<file path="config.mk">
export PLATFORM = sky130hd
export DESIGN_NAME = vga_vram_arbiter
export DESIGN_NICKNAME = d
export VERILOG_FILES = /design/src/rtl/vga_vram_arbiter.sv
export SDC_FILE = /design/constraint.sdc
export NUM_CORES = 1
export LEC_CHECK = 0
export ABC_AREA = 1
export ABC_CLOCK_PERIOD_IN_PS = 5200
export BUFFER_PORTS_ARGS = -buffer_cell sky130_fd_sc_hd__clkbuf_2
export CORE_UTILIZATION = 35
export CTS_BUF_LIST = sky130_fd_sc_hd__clkbuf_16
export DETAILED_ROUTE_END_ITERATION = 6
export MAX_ROUTING_LAYER = met4
export PLACE_DENSITY = 0.62
export RECOVER_POWER = 50
export SETUP_SLACK_MARGIN = 0.5
export SYNTH_ARGS = -nofsm -noshare
export SYNTH_HDL_FRONTEND = slang
export SYNTH_SLANG_ARGS = --single-unit
</file>
<file path="constraint.sdc">
create_clock -name clk -period 5.2 [get_ports clk]
set_clock_uncertainty 0.05 [all_clocks]
set_input_delay 0.26 -clock clk [delete_from_list [all_inputs] [get_ports clk]]
set_output_delay 0.26 -clock clk [all_outputs]
set_load 0.01 [all_outputs]
</file>
<file path="src/rtl/vga_vram_arbiter.sv">
// Scan-out controller and single-port video-RAM arbiter: prefetches one RGB332
// frame-buffer byte per 4x4 screen cell ahead of the beam and lends spare RAM cycles to one writer.
module vga_vram_arbiter #(
  parameter int FB_W = 160,
  parameter int FB_H = 120
) (
  input  logic        clk,
  input  logic        reset,
  input  logic        p_tick,
  input  logic        video_on,
  input  logic        hsync_in,
  input  logic        vsync_in,
  input  logic [9:0]  x,
  input  logic [9:0]  y,
  input  logic        wr_req,
  input  logic [14:0] wr_addr,
  input  logic [7:0]  wr_data,
  output logic        wr_ack,
  output logic        wr_err,
  output logic [14:0] ram_addr,
  output logic        ram_we,
  output logic [7:0]  ram_wdata,
  input  logic [7:0]  ram_rdata,
  output logic [7:0]  red,
  output logic [7:0]  green,
  output logic [7:0]  blue,
  output logic        hsync,
  output logic        vsync
);

  localparam logic [8:0]  CELLS_PER_LINE = 9'd200;
  localparam logic [9:0]  Y_LAST         = 10'd524;
  localparam logic [8:0]  FB_W_C         = 9'(FB_W);
  localparam logic [7:0]  FB_H_C         = 8'(FB_H);
  localparam logic [14:0] FB_W_A         = 15'(FB_W);
  localparam logic [14:0] FB_SIZE        = 15'(FB_W * FB_H);

  logic        trig, advance, fetch_ok;
  logic [8:0]  n_cell;
  logic [9:0]  y_tgt;
  logic [7:0]  row;
  logic [14:0] cell_addr;

  logic        fetch_pend_q, fetch_pend_d;
  logic [14:0] fetch_addr_q, fetch_addr_d;
  logic        rd_v1_q, rd_v1_d, rd_v2_q, rd_v2_d;
  logic [7:0]  next_pix_q, next_pix_d, cur_pix_q, cur_pix_d;
  logic [14:0] ram_addr_q, ram_addr_d;
  logic        ram_we_q, ram_we_d;
  logic [7:0]  ram_wdata_q, ram_wdata_d;
  logic        wr_ack_q, wr_ack_d, wr_err_q, wr_err_d;
  logic [23:0] rgb_q, rgb_d;
  logic        hsync_q, vsync_q;
  logic        grant_rd, grant_wr, wr_bad;

  // Prefetch target: the cell after the current one, wrapping to cell 0 of the next line.
  always_comb begin
    trig    = p_tick && (x[1:0] == 2'b01);
    advance = p_tick && (x[1:0] == 2'b11);
    n_cell  = {1'b0, x[9:2]} + 9'd1;
    y_tgt   = y;
    if (n_cell == CELLS_PER_LINE) begin
      n_cell = '0;
      y_tgt  = (y == Y_LAST) ? '0 : y + 10'd1;
    end
    row       = y_tgt[9:2];
    fetch_ok  = (n_cell < FB_W_C) && (row < FB_H_C);
    cell_addr = 15'(row) * FB_W_A + 15'(n_cell);
  end

  // Write handshake: wr_req with wr_addr/wr_data held stable until a one-cycle
  // wr_ack; grant is withheld while wr_ack is high so a held request is taken once.
  always_comb begin
    grant_rd     = fetch_pend_q;
    grant_wr     = !fetch_pend_q && wr_req && !wr_ack_q;
    wr_bad       = (wr_addr >= FB_SIZE);
    fetch_pend_d = fetch_pend_q;
    fetch_addr_d = fetch_addr_q;
    ram_addr_d   = ram_addr_q;
    ram_we_d     = 1'b0;
    ram_wdata_d  = ram_wdata_q;
    wr_ack_d     = 1'b0;
    wr_err_d     = 1'b0;
    rd_v1_d      = grant_rd;
    rd_v2_d      = rd_v1_q;
    next_pix_d   = next_pix_q;
    cur_pix_d    = advance ? next_pix_q : cur_pix_q;

    if (grant_rd) begin
      ram_addr_d   = fetch_addr_q;
      fetch_pend_d = 1'b0;
    end else if (grant_wr) begin
      ram_addr_d  = wr_addr;
      ram_we_d    = !wr_bad;
      ram_wdata_d = wr_data;
      wr_ack_d    = 1'b1;
      wr_err_d    = wr_bad;
    end

    if (trig) begin
      if (fetch_ok) begin
        fetch_pend_d = 1'b1;
        fetch_addr_d = cell_addr;
      end else begin
        next_pix_d = '0;
      end
    end
    if (rd_v2_q) next_pix_d = ram_rdata;

    rgb_d = '0;
    if (video_on)
      rgb_d = {cur_pix_q[7:5], cur_pix_q[7:5], cur_pix_q[7:6],
               cur_pix_q[4:2], cur_pix_q[4:2], cur_pix_q[4:3],
               {4{cur_pix_q[1:0]}}};
  end

  always_ff @(posedge clk) begin
    if (reset) begin
      fetch_pend_q <= 1'b0;
      fetch_addr_q <= '0;
      rd_v1_q      <= 1'b0;
      rd_v2_q      <= 1'b0;
      next_pix_q   <= '0;
      cur_pix_q    <= '0;
      ram_addr_q   <= '0;
      ram_we_q     <= 1'b0;
      ram_wdata_q  <= '0;
      wr_ack_q     <= 1'b0;
      wr_err_q     <= 1'b0;
      rgb_q        <= '0;
      hsync_q      <= 1'b0;
      vsync_q      <= 1'b0;
    end else begin
      fetch_pend_q <= fetch_pend_d;
      fetch_addr_q <= fetch_addr_d;
      rd_v1_q      <= rd_v1_d;
      rd_v2_q      <= rd_v2_d;
      next_pix_q   <= next_pix_d;
      cur_pix_q    <= cur_pix_d;
      ram_addr_q   <= ram_addr_d;
      ram_we_q     <= ram_we_d;
      ram_wdata_q  <= ram_wdata_d;
      wr_ack_q     <= wr_ack_d;
      wr_err_q     <= wr_err_d;
      rgb_q        <= rgb_d;
      hsync_q      <= hsync_in;
      vsync_q      <= vsync_in;
    end
  end

  assign wr_ack             = wr_ack_q;
  assign wr_err             = wr_err_q;
  assign ram_addr           = ram_addr_q;
  assign ram_we             = ram_we_q;
  assign ram_wdata          = ram_wdata_q;
  assign {red, green, blue} = rgb_q;
  assign hsync              = hsync_q;
  assign vsync              = vsync_q;

endmodule
</file>
==> reports/qor.csv <==
stage,metric,value,unit
outcome,status,finished with violations,
outcome,failing checks,"capacitance limit, slew limit",
timing,fmax,257,MHz
hold_path,hold depth,3,
critical_path,Critical Path Source Type,primary input,
clock_tree,CTS max path bufs,2,
route,DRT iter0 DRCs,149,
clock_tree,Clock Latency Late Sink,320,ps
final_layout,share of layout cells above drive strength 1,0.163,
critical_path,Worst Path Arrival,4050,ps
final_layout,post-layout util,0.430,
critical_path,R2R cell count,5,
synth,Syn Inst Count,516,
clock_tree,TritonCTS clock tree,done,
timing,unrepaired setup endpoints after global routing,no,
critical_path,Critical Path Fanout Max,10,
timing,Final Hold Viols,0,
placement,Port Buffers,109,
clock_tree,Post-CTS Setup Repair Bufs,0,
floorplan,total core area,10300,sq um
grt,vias in the first global route,3339,
placement,GPL Wtd Cong,0.796,
floorplan,Rows,37,
synth,post-synthesis sequential area ratio,0.376,
placement,HPWL Detailed,6680,um
synth,"Cell Area, Synth",3730,sq um
clock_tree,Inserted Clock Buffers,9,
timing,setup TNS,0,ps
critical_path,WP data required,5370,ps
timing,# setup viols final,0,
critical_path,CP max stage cell,fa_1,
final_layout,number of diodes,0,
floorplan,Boundary Pins,110,
synth,synth top area cells,"dfxtp_1 (38%), nand2_1 (15%), ha_1 (6.0%), nand3_1 (5.9%), inv_1 (5.1%)",
grt,first-pass GRT wire length,14600,um
clock_tree,"Reg clk slew, reported paths",50,ps
synth,most frequent cell after synthesis,nand2_1,
timing,Worst-Margin Slew,1810,ps
final_layout,Final Cell Area,4440,sq um
floorplan,die width,105,um
synth,Unique masters post-synth,34,
synth,syn_area_per_cell,7.23,sq um
clock_tree,clock sinks,70,
grt,largest net degree at the start of global routing,37,
critical_path,delay of the slowest cell on the worst path,590,ps
placement,placed instance area,4260,sq um
synth,Synth top cells by count,"nand2_1 (145), dfxtp_1 (70), inv_1 (51)",
route,antenna violation net count after detailed routing,0,
clock_tree,number of H-tree levels,3,
synth,Synth top area share,0.376,
floorplan,Die ar.,11100,sq um
floorplan,die height,105,um
critical_path,Setup CP Type,primary input to flip-flop,
hold_path,min-delay worst type,primary input to flip-flop,
power,Max IR drop VDD,0.192,mV
clock_tree,CTS resizes,0,
timing,"Period Utilization, post-route",0.747,
route,vias per inst,4.67,
timing,relative slew slack,-0.204,
final_layout,Syn-to-layout area delta,19.0,%
timing,Max Slew Vio Count,37,
timing,post-route minimum period,3890,ps
route,WL/cell,11.5,um
grt,GRT Overall Usage,0.165,
synth,Synth warnings,0,
synth,register bit total from synthesis,70,
job,max cap viols,1,
power,Leakage,1.99,nW
floorplan,initial core utilization,0.361,
power,pwr dens,289,nW/um^2
route,Vias,3481,
clock_tree,Hold Buf Count CTS,0,
route,DRT Pass-1 Iters,4,
clock_tree,clock tree root driver cell,clkbuf_16,
synth,Post-synth EDFFs,0,
critical_path,crit end category,flip-flop,
route,# DRC,0,
route,total wire length,8530,um
grt,initial antenna violation count,0,
synth,ys async rst share,0,
critical_path,Worst path most repeated cell,nand2_1,
synth,Synth Flop Type,dfxtp_1,
synth,syn nets,594,
grt,Overflow after GRT,0,
final_layout,fin nets,683,
synth,"area leader, netlist",dfxtp_1,
[per-stage QoR]
step           hold WS [ps]  worst slack [ps]  power, mW  std cells
2_1_floorplan           317              1540      0.722        516
3_3_place_gp            349              1170      0.790        730
3_5_place_dp            354               965      0.792        730
4_1_cts                74.4              1320       1.30        745
5_1_grt                86.7               801       1.35        745
6_report               83.5              1310       1.28        745
[worst paths after layout]
kind,start,end,slack [ps]
worst max-delay path,x[2],fetch_addr_q[14],1310
worst min-delay path,hsync_in,hsync,80
worst max register to register,fetch_pend_q,ram_we,3450
worst min register to register,rd_v1_q,rd_v2_q,360
[layer usage]
| layer | vias up | track usage | share of wire |
|---|---|---|---|
| met5 | - | - | 0 |
| met4 | 0 | 0.0594 | 0.017 |
| met3 | 13 | 0.0297 | 0.061 |
| met2 | 104 | 0.273 | 0.45 |
| met1 | 1540 | 0.202 | 0.47 |
| li1 | 1824 | - | - |
[registers in the layout, indices dropped and copies added (netlist names)]
register	flops
fetch_addr_q	15
ram_wdata	8
fetch_pend_q	1
rgb_q	8
hsync	1
next_pix_q	8
ram_we	1
cur_pix_q	8
wr_ack	1
ram_addr	15
rd_v1_q	1
vsync	1
rd_v2_q	1
wr_err	1
[logic make-up after synthesis]
group                    share of synthesized area
XOR/XNOR                                    0.0329
adder cells (fa/ha/maj)                     0.0711
AO/OA/AOI/OAI                                0.111
AND/OR/NAND/NOR                              0.303
buffers and inverters                        0.106
flip-flops                                   0.376
[cell usage in the layout, fill, tap and decap left out, types with 2 or more instances in the layout]
| cell type | instances |
|---|---|
| a21oi_2 | 8 |
| dfxtp_1 | 70 |
| nand2_1 | 145 |
| ha_1 | 18 |
| o21ai_1 | 5 |
| a21oi_1 | 30 |
| a21o_1 | 2 |
| nand3_1 | 44 |
| clkinv_1 | 3 |
| xor2_1 | 13 |
| o21bai_1 | 3 |
| nand4_1 | 5 |
| nand3_4 | 2 |
| nand2_2 | 11 |
| nor2_2 | 5 |
| nor4_1 | 2 |
| clkbuf_16 | 9 |
| fa_1 | 2 |
| clkbuf_2 | 56 |
| a31oi_1 | 8 |
| or2_2 | 3 |
| inv_1 | 54 |
| nor3_1 | 4 |
| clkbuf_1 | 53 |
| nor2_1 | 34 |
| o211ai_1 | 3 |
| o21ai_0 | 10 |
[worst max-delay path: cells and delay by family]
family	cells	cell delay (ps)
compound gates	1	240
fa+ha+maj	4	1300
buf+inv	3	350
simple gates	19	1880
[final cells by class]
type	count	area, sq um
Inverter	54	208
Multi-Input combinational cell	361	1930
Tap cell	136	170
Sequential cell	70	1400
Fill cell	1085	5880
Clock inverter	6	23.8
Timing Repair Buffer	109	479
Clock buffer	9	225
[report_power, final]
part / internal, mW / switching (mW)
Combinational: 0.0784 / 0.132
Clock: 0.309 / 0.196
Sequential: 0.558 / 0.00921
Total: 0.945 / 0.337
Note: power is estimated with default switching activity, not from simulation.
